File: src/rtl/watch_apb_slave.sv
// APB3 responder for the stopwatch: turns CMD writes into throttled one-cycle pulses and serves time/lap reads.
// Optional build macro WATCH_IRQ_EN adds oIRQ (lap-overwrite flag) and the IRQ register at 0x38.
module watch_apb_slave #(
  parameter int CMD_GAP = 4,
  parameter int ADDR_W  = 8
) (
  input  logic              iCLK,
  input  logic              iRESET,
  input  logic              iPSEL,
  input  logic              iPENABLE,
  input  logic              iPWRITE,
  input  logic [ADDR_W-1:0] iPADDR,
  input  logic [31:0]       iPWDATA,
  output logic [31:0]       oPRDATA,
  output logic              oPREADY,
  output logic              oPSLVERR,
  output logic              oWATCH_START,
  output logic              oWATCH_STOP,
  output logic              oWATCH_RESET,
  output logic              oWATCH_STORE,
`ifdef WATCH_IRQ_EN
  output logic              oIRQ,
`endif
  input  logic              iCLKGEN_RUN,
  input  logic [31:0]       iCURR_TIME,
  input  logic [31:0]       iTIME_LAP0,
  input  logic [31:0]       iTIME_LAP1,
  input  logic [31:0]       iTIME_LAP2,
  input  logic [31:0]       iTIME_LAP3,
  input  logic [31:0]       iTIME_LAP4,
  input  logic [31:0]       iTIME_LAP5,
  input  logic [31:0]       iTIME_LAP6,
  input  logic [31:0]       iTIME_LAP7,
  input  logic [31:0]       iTIME_LAP8,
  input  logic [31:0]       iTIME_LAP9
);

  typedef enum logic [1:0] {IDLE, SETUP, ACCESS, HOLD} stateT;

  localparam logic [ADDR_W-3:0] W_CMD    = (ADDR_W-2)'(0);
  localparam logic [ADDR_W-3:0] W_STATUS = (ADDR_W-2)'(1);
  localparam logic [ADDR_W-3:0] W_TIME   = (ADDR_W-2)'(2);
  localparam logic [ADDR_W-3:0] W_LAP0   = (ADDR_W-2)'(4);
  localparam logic [ADDR_W-3:0] W_LAP9   = (ADDR_W-2)'(13);
  localparam logic [3:0]        GAP_LOAD = 4'(CMD_GAP - 1);

  stateT             state, nextState;
  logic [3:0]        pulseVec;
  logic [3:0]        holdoff;
  logic [3:0]        lapCnt;
  logic [31:0]       rdBuf;
  logic [31:0]       readMux;
  logic              readOk, writeOk, xferErr;
  logic              ready, issue, holdoffBusy;
  logic              isCmd, validCmd, isLap;
  logic [ADDR_W-3:0] wordAddr;
  logic [3:0]        lapSel;
  logic              unusedBits;
`ifdef WATCH_IRQ_EN
  localparam logic [ADDR_W-3:0] W_IRQ = (ADDR_W-2)'(14);
  logic irq, irqClear;
`endif

  assign wordAddr    = iPADDR[ADDR_W-1:2];
  assign lapSel      = 4'(wordAddr - W_LAP0);
  assign isLap       = (wordAddr >= W_LAP0) && (wordAddr <= W_LAP9);
  assign isCmd       = iPWRITE && (wordAddr == W_CMD);
  assign validCmd    = isCmd && $onehot(iPWDATA[3:0]);
  assign holdoffBusy = (holdoff != 4'd0) || (pulseVec != 4'd0);
  assign unusedBits  = ^{iPWDATA[31:4], iPADDR[1:0]};

  // Read decode; unmapped reads return zero and flag an error.
  always_comb begin
    readMux = '0;
    readOk  = 1'b1;
    if (wordAddr == W_CMD)
      readMux = '0;
    else if (wordAddr == W_STATUS)
      readMux = {23'd0, holdoffBusy, lapCnt, 3'd0, iCLKGEN_RUN};
    else if (wordAddr == W_TIME)
      readMux = iCURR_TIME;
    else if (isLap) begin
      case (lapSel)
        4'd0:    readMux = iTIME_LAP0;
        4'd1:    readMux = iTIME_LAP1;
        4'd2:    readMux = iTIME_LAP2;
        4'd3:    readMux = iTIME_LAP3;
        4'd4:    readMux = iTIME_LAP4;
        4'd5:    readMux = iTIME_LAP5;
        4'd6:    readMux = iTIME_LAP6;
        4'd7:    readMux = iTIME_LAP7;
        4'd8:    readMux = iTIME_LAP8;
        4'd9:    readMux = iTIME_LAP9;
        default: readMux = '0;
      endcase
    end
`ifdef WATCH_IRQ_EN
    else if (wordAddr == W_IRQ)
      readMux = {31'd0, irq};
`endif
    else
      readOk = 1'b0;
  end

`ifdef WATCH_IRQ_EN
  assign writeOk  = validCmd || (iPWRITE && (wordAddr == W_IRQ));
  assign irqClear = ready && iPWRITE && (wordAddr == W_IRQ) && iPWDATA[0];
  assign oIRQ     = irq;
`else
  assign writeOk  = validCmd;
`endif
  assign xferErr = iPWRITE ? !writeOk : !readOk;

  always_ff @(posedge iCLK) begin
    if (iRESET) state <= IDLE;
    else        state <= nextState;
  end

  // Invalid commands finish immediately with an error; only real commands wait out the hold-off.
  always_comb begin
    nextState = state;
    ready     = 1'b0;
    case (state)
      IDLE:   if (iPSEL && !iPENABLE) nextState = SETUP;
      SETUP:  nextState = ACCESS;
      ACCESS: begin
        if (validCmd && holdoffBusy) nextState = HOLD;
        else begin
          ready     = 1'b1;
          nextState = (iPSEL && !iPENABLE) ? SETUP : IDLE;
        end
      end
      HOLD: begin
        if (!iPSEL) nextState = IDLE;
        else if (!holdoffBusy) begin
          ready     = 1'b1;
          nextState = (iPSEL && !iPENABLE) ? SETUP : IDLE;
        end
      end
      default: nextState = IDLE;
    endcase
  end

  assign issue    = ready && validCmd;
  assign oPREADY  = ready;
  assign oPSLVERR = ready && xferErr;
  assign oPRDATA  = (ready && !iPWRITE) ? rdBuf : 32'd0;

  assign oWATCH_START = pulseVec[0];
  assign oWATCH_STOP  = pulseVec[1];
  assign oWATCH_RESET = pulseVec[2];
  assign oWATCH_STORE = pulseVec[3];

  // Snapshot at the end of SETUP keeps a multi-field time read coherent.
  always_ff @(posedge iCLK) begin
    if (iRESET) begin
      pulseVec <= '0;
      holdoff  <= '0;
      lapCnt   <= '0;
      rdBuf    <= '0;
    end else begin
      if (state == SETUP) rdBuf <= readMux;
      pulseVec <= issue ? iPWDATA[3:0] : 4'd0;
      if (pulseVec != 4'd0)    holdoff <= GAP_LOAD;
      else if (holdoff != 4'd0) holdoff <= holdoff - 4'd1;
      if (pulseVec[3] && (lapCnt != 4'd10)) lapCnt <= lapCnt + 4'd1;
      else if (pulseVec[2])                 lapCnt <= 4'd0;
    end
  end

`ifdef WATCH_IRQ_EN
  always_ff @(posedge iCLK) begin
    if (iRESET)                              irq <= 1'b0;
    else if (pulseVec[3] && lapCnt == 4'd10) irq <= 1'b1;
    else if (irqClear)                       irq <= 1'b0;
  end
`endif

endmodule

File: config.mk
export PLATFORM = sky130hd
export DESIGN_NAME = watch_apb_slave
export DESIGN_NICKNAME = d
export VERILOG_FILES = /design/src/rtl/watch_apb_slave.sv
export SDC_FILE = /design/constraint.sdc
export NUM_CORES = 1
export LEC_CHECK = 0
export ABC_AREA = 1
export ABC_CLOCK_PERIOD_IN_PS = 4440
export BUFFER_PORTS_ARGS = -buffer_cell sky130_fd_sc_hd__buf_2
export CORE_AREA = 2 2 169 171
export DETAILED_ROUTE_END_ITERATION = 10
export DIE_AREA = 0 0 171 173
export GPL_TIMING_DRIVEN = 1
export HOLD_SLACK_MARGIN = 0.03
export SLEW_MARGIN = 20
export SYNTH_ARGS = -nofsm -noshare
export SYNTH_HDL_FRONTEND = slang
export SYNTH_SLANG_ARGS = --single-unit
File: constraint.sdc
create_clock -name iCLK -period 4.44 [get_ports iCLK]
set_input_delay 1.11 -clock iCLK [delete_from_list [all_inputs] [get_ports iCLK]]
set_output_delay 1.11 -clock iCLK [all_outputs]
set_load 0.02 [all_outputs]
==> results.json <==
{
  "status": "complete, no violations",
  "areaGrowthSynthToFinish_pct": 51.5,
  "grt_usage": 0.193,
  "synth-seq-area-share": 0.167,
  "drive_gt1_frac": 0.325,
  "nets": 1881,
  "wirelength_mm": 31.0,
  "clock_latency_ns": 0.29,
  "power_switching_uw": 568,
  "drc": 0,
  "fill_cells": 3196,
  "dr.pass1.iters": 5,
  "cts_tree": "built",
  "tightest_slew_ns": 1.09,
  "leakage_uw": 0.00452,
  "avgRoutedWirePerCell_um": 16.7,
  "r2r-end": "state[0]",
  "grt_max_degree": 65,
  "powerDensity_nw_per_um2": 185,
  "slowest_stage": "fa_1",
  "cts_max_path_buffers": 2,
  "start_util": 0.199,
  "finalSetupTns_ns": 0,
  "pwr-share-seq": 0.297,
  "layout_common_cells": "nand2_1 (464), buf_2 (379), nand3_1 (229)",
  "final_max_slew_viol_count": 0,
  "ioPinCount": 436,
  "clkPwrFrac": 0.284,
  "synthArstFlopShare": 0,
  "synth_edf_count": 0,
  "cp_cell_sequence": "buf_2 > inv_2 > fa_1 > inv_1 > ha_2 > ha_4 > nor2_1 > nand3_1 > nor2_2 > nand2_1 > nand2_1 > or2_4 > buf_8 > nor2_1 > buf_4",
  "grtUsageMet2": 0.349,
  "post-dp-hpwl_mm": 24.0,
  "yosysWarningCount": 0,
  "fp.dieW_um": 171,
  "layout_commonest_cell": "nand2_1",
  "reg2reg_from": "state[0]",
  "cts_root_buffer": "clkbuf_16",
  "comb_power_share": 0.419,
  "core_um2": 27600,
  "postCtsHoldBufs": 0,
  "hp-class": "reg -> reg",
  "ys_types": 30,
  "syn-num-nets": 1516,
  "crit_type": "in -> out",
  "rsz0062_at_grt": "yes",
  "worstHoldStart": "rdBuf[10]",
  "globalplace.congestion": 0.935,
  "busiest_layer": "met2",
  "max_freq_mhz": 228,
  "instances_no_fill": 1854,
  "ir_drop_uv": 139,
  "clk_pin_slew_ns": 0.06,
  "synth_ff_type": "dfxtp_1",
  "p_int_uw": 975,
  "hold_viol_final": 0,
  "relSlewSlack": 0.266,
  "avgSynthCellArea_um2": 4.96,
  "drt_iter0_drc": 636,
  "setup_violations": 0,
  "die_y_um": 173,
  "fin_crit_ns": 4.38,
  "cts_max_level": 2,
  "grt-ovfl-total": 0,
  "post-route-period-util": 0.987,
  "worst_hold_path.num_cells": 2,
  "grt_pass1_wl_mm": 43.3,
  "netlist_area_um2": 5510,
  "cap_viol_max_count": 0,
  "port-buffer-count": 405,
  "crit_required_ns": 3.33,
  "avgViaCountPerCell": 4.54,
  "synth_seq_cells": 46,
  "final_antenna_net_count": 0,
  "num_vias": 8424,
  "r2r_setup_slack_ns": 2.02,
  "slowest_delay_ns": 0.54,
  "antenna_found_initial": 1,
  "grt_util_met1": 0.224,
  "rows": 61,
  "startpoint_type": "input port",
  "fin_skew_ns": 0.00343,
  "n_antenna_cell": 0,
  "power_switching_share": 0.368,
  "end_kind": "output pin",
  "grt_pass1_vias": 7848,
  "cp_max_fo": 9,
  "cts_inserted_buffers": 5,
  "rr_worst_depth": 6,
  "dp.cells": 1843,
  "multi_input_area_um2": 4040,
  "syn_inst": 1111,
  "cts.sink_count": 46,
  "seq_area_um2": 921,
  "hold-path-endpoint": "rdBuf[10]",
  "grtUsageMet3": 0.0348,
  "die-area_um2": 29600,
  "crit_arrival_ns": 3.27
}
-- cells by family (layout without fill, tap and decap cells) --
kind of cell / count (synthesis) / in the layout / share of synthesized area
xor+xnor: 2 / 2 / 0.00318
buf+inv: 164 / 529 / 0.129
compound gates: 57 / 57 / 0.0568
flops: 46 / 46 / 0.167
simple gates: 835 / 835 / 0.627
fa+ha+maj: 7 / 7 / 0.0173
-- layout make-up --
type                            instances  area share
Clock buffer                            6      0.0166
Clock inverter                          1     0.00360
Inverter                               93      0.0418
Multi-Input combinational cell        901       0.484
Sequential cell                        46       0.110
Tap cell                              378      0.0567
Timing Repair Buffer                  429       0.287
-- worst max-delay path, delay by kind of cell --
kind | cells | cell delay, ns
buffers and inverters | 5 | 0.49
AND/OR/NAND/NOR | 7 | 0.68
adder cells (fa/ha/maj) | 3 | 0.96
-- sequential cells by signal, summed over array words and instances, names as in the netlist --
register and cells:
state 2, rdBuf 32, lapCnt 4, pulseVec 4
holdoff 4
-- metal layers --
metal	up-vias	part of all wire
li1	4219	-
met5	-	0.00042
met2	436	0.48
met4	2	0.035
met3	53	0.082
met1	3714	0.40
-- timing repair --
item,in CTS,in global routing
endpoints found under the setup margin,32,32
cloned,0,3
pin swaps,0,5
setup buffers,0,1
resized for setup,1,70
-- metrics by stage --
stage / setup WS [ns] / area [µm²] / power, µW / hold slack, ns / util
2_1_floorplan: 0.168 / 5510 / 785 / 0.445 / -
3_3_place_gp: 0.00385 / 7890 / 1090 / 0.454 / 0.286
3_5_place_dp: -0.0275 / 7890 / 1090 / 0.457 / 0.286
4_1_cts: 0.0619 / 8060 / 1530 / 0.467 / 0.292
5_1_grt: -0.0353 / 8350 / 1630 / 0.480 / 0.302
6_report: 0.0593 / 8350 / 1540 / 0.464 / 0.302
-- cells in the mapped netlist (2+ instances only) --
| cell type | number | share of area |
|---|---|---|
| nand2_1 | 464 | 0.32 |
| nand3_1 | 229 | 0.21 |
| nor2_1 | 128 | 0.087 |
| inv_1 | 89 | 0.061 |
| a21oi_1 | 47 | 0.043 |
| dfxtp_1 | 46 | 0.17 |
| buf_2 | 42 | 0.038 |
| clkbuf_1 | 18 | 0.012 |
| ha_1 | 6 | 0.014 |
| buf_4 | 5 | 0.0068 |
| nor3_1 | 4 | 0.0036 |
| buf_1 | 3 | 0.0020 |
| buf_6 | 3 | 0.0061 |
| clkinv_1 | 3 | 0.0020 |
| nor2_2 | 3 | 0.0034 |
| or2_2 | 3 | 0.0034 |
| a221oi_1 | 2 | 0.0032 |
| a31oi_1 | 2 | 0.0023 |
| o211ai_1 | 2 | 0.0027 |
| xnor2_1 | 2 | 0.0032 |
-- worst max path at each step --
stage | end | slack, ns | cells after the start | startpoint
floorplan | oPRDATA[10] | 0.17 | 14 | iPWDATA[0]
global placement | oPRDATA[19] | 0.004 | 15 | iPWDATA[0]
detailed placement | oPRDATA[11] | -0.03 | 15 | iPWDATA[0]
CTS | oPRDATA[11] | 0.06 | 15 | iPWDATA[0]
global route | oPRDATA[5] | -0.04 | 15 | iPWDATA[3]
finish | oPRDATA[19] | 0.06 | 15 | iPWDATA[3]
-- power by group through the flow --
stage	clock network [µW]	logic, µW	registers [µW]
finish	439	646	458
global route	465	710	460
CTS	442	628	458
detailed placement	0	625	467
global placement	0	619	466
floorplan	0	322	463
Note: power is estimated with default switching activity, not from simulation.
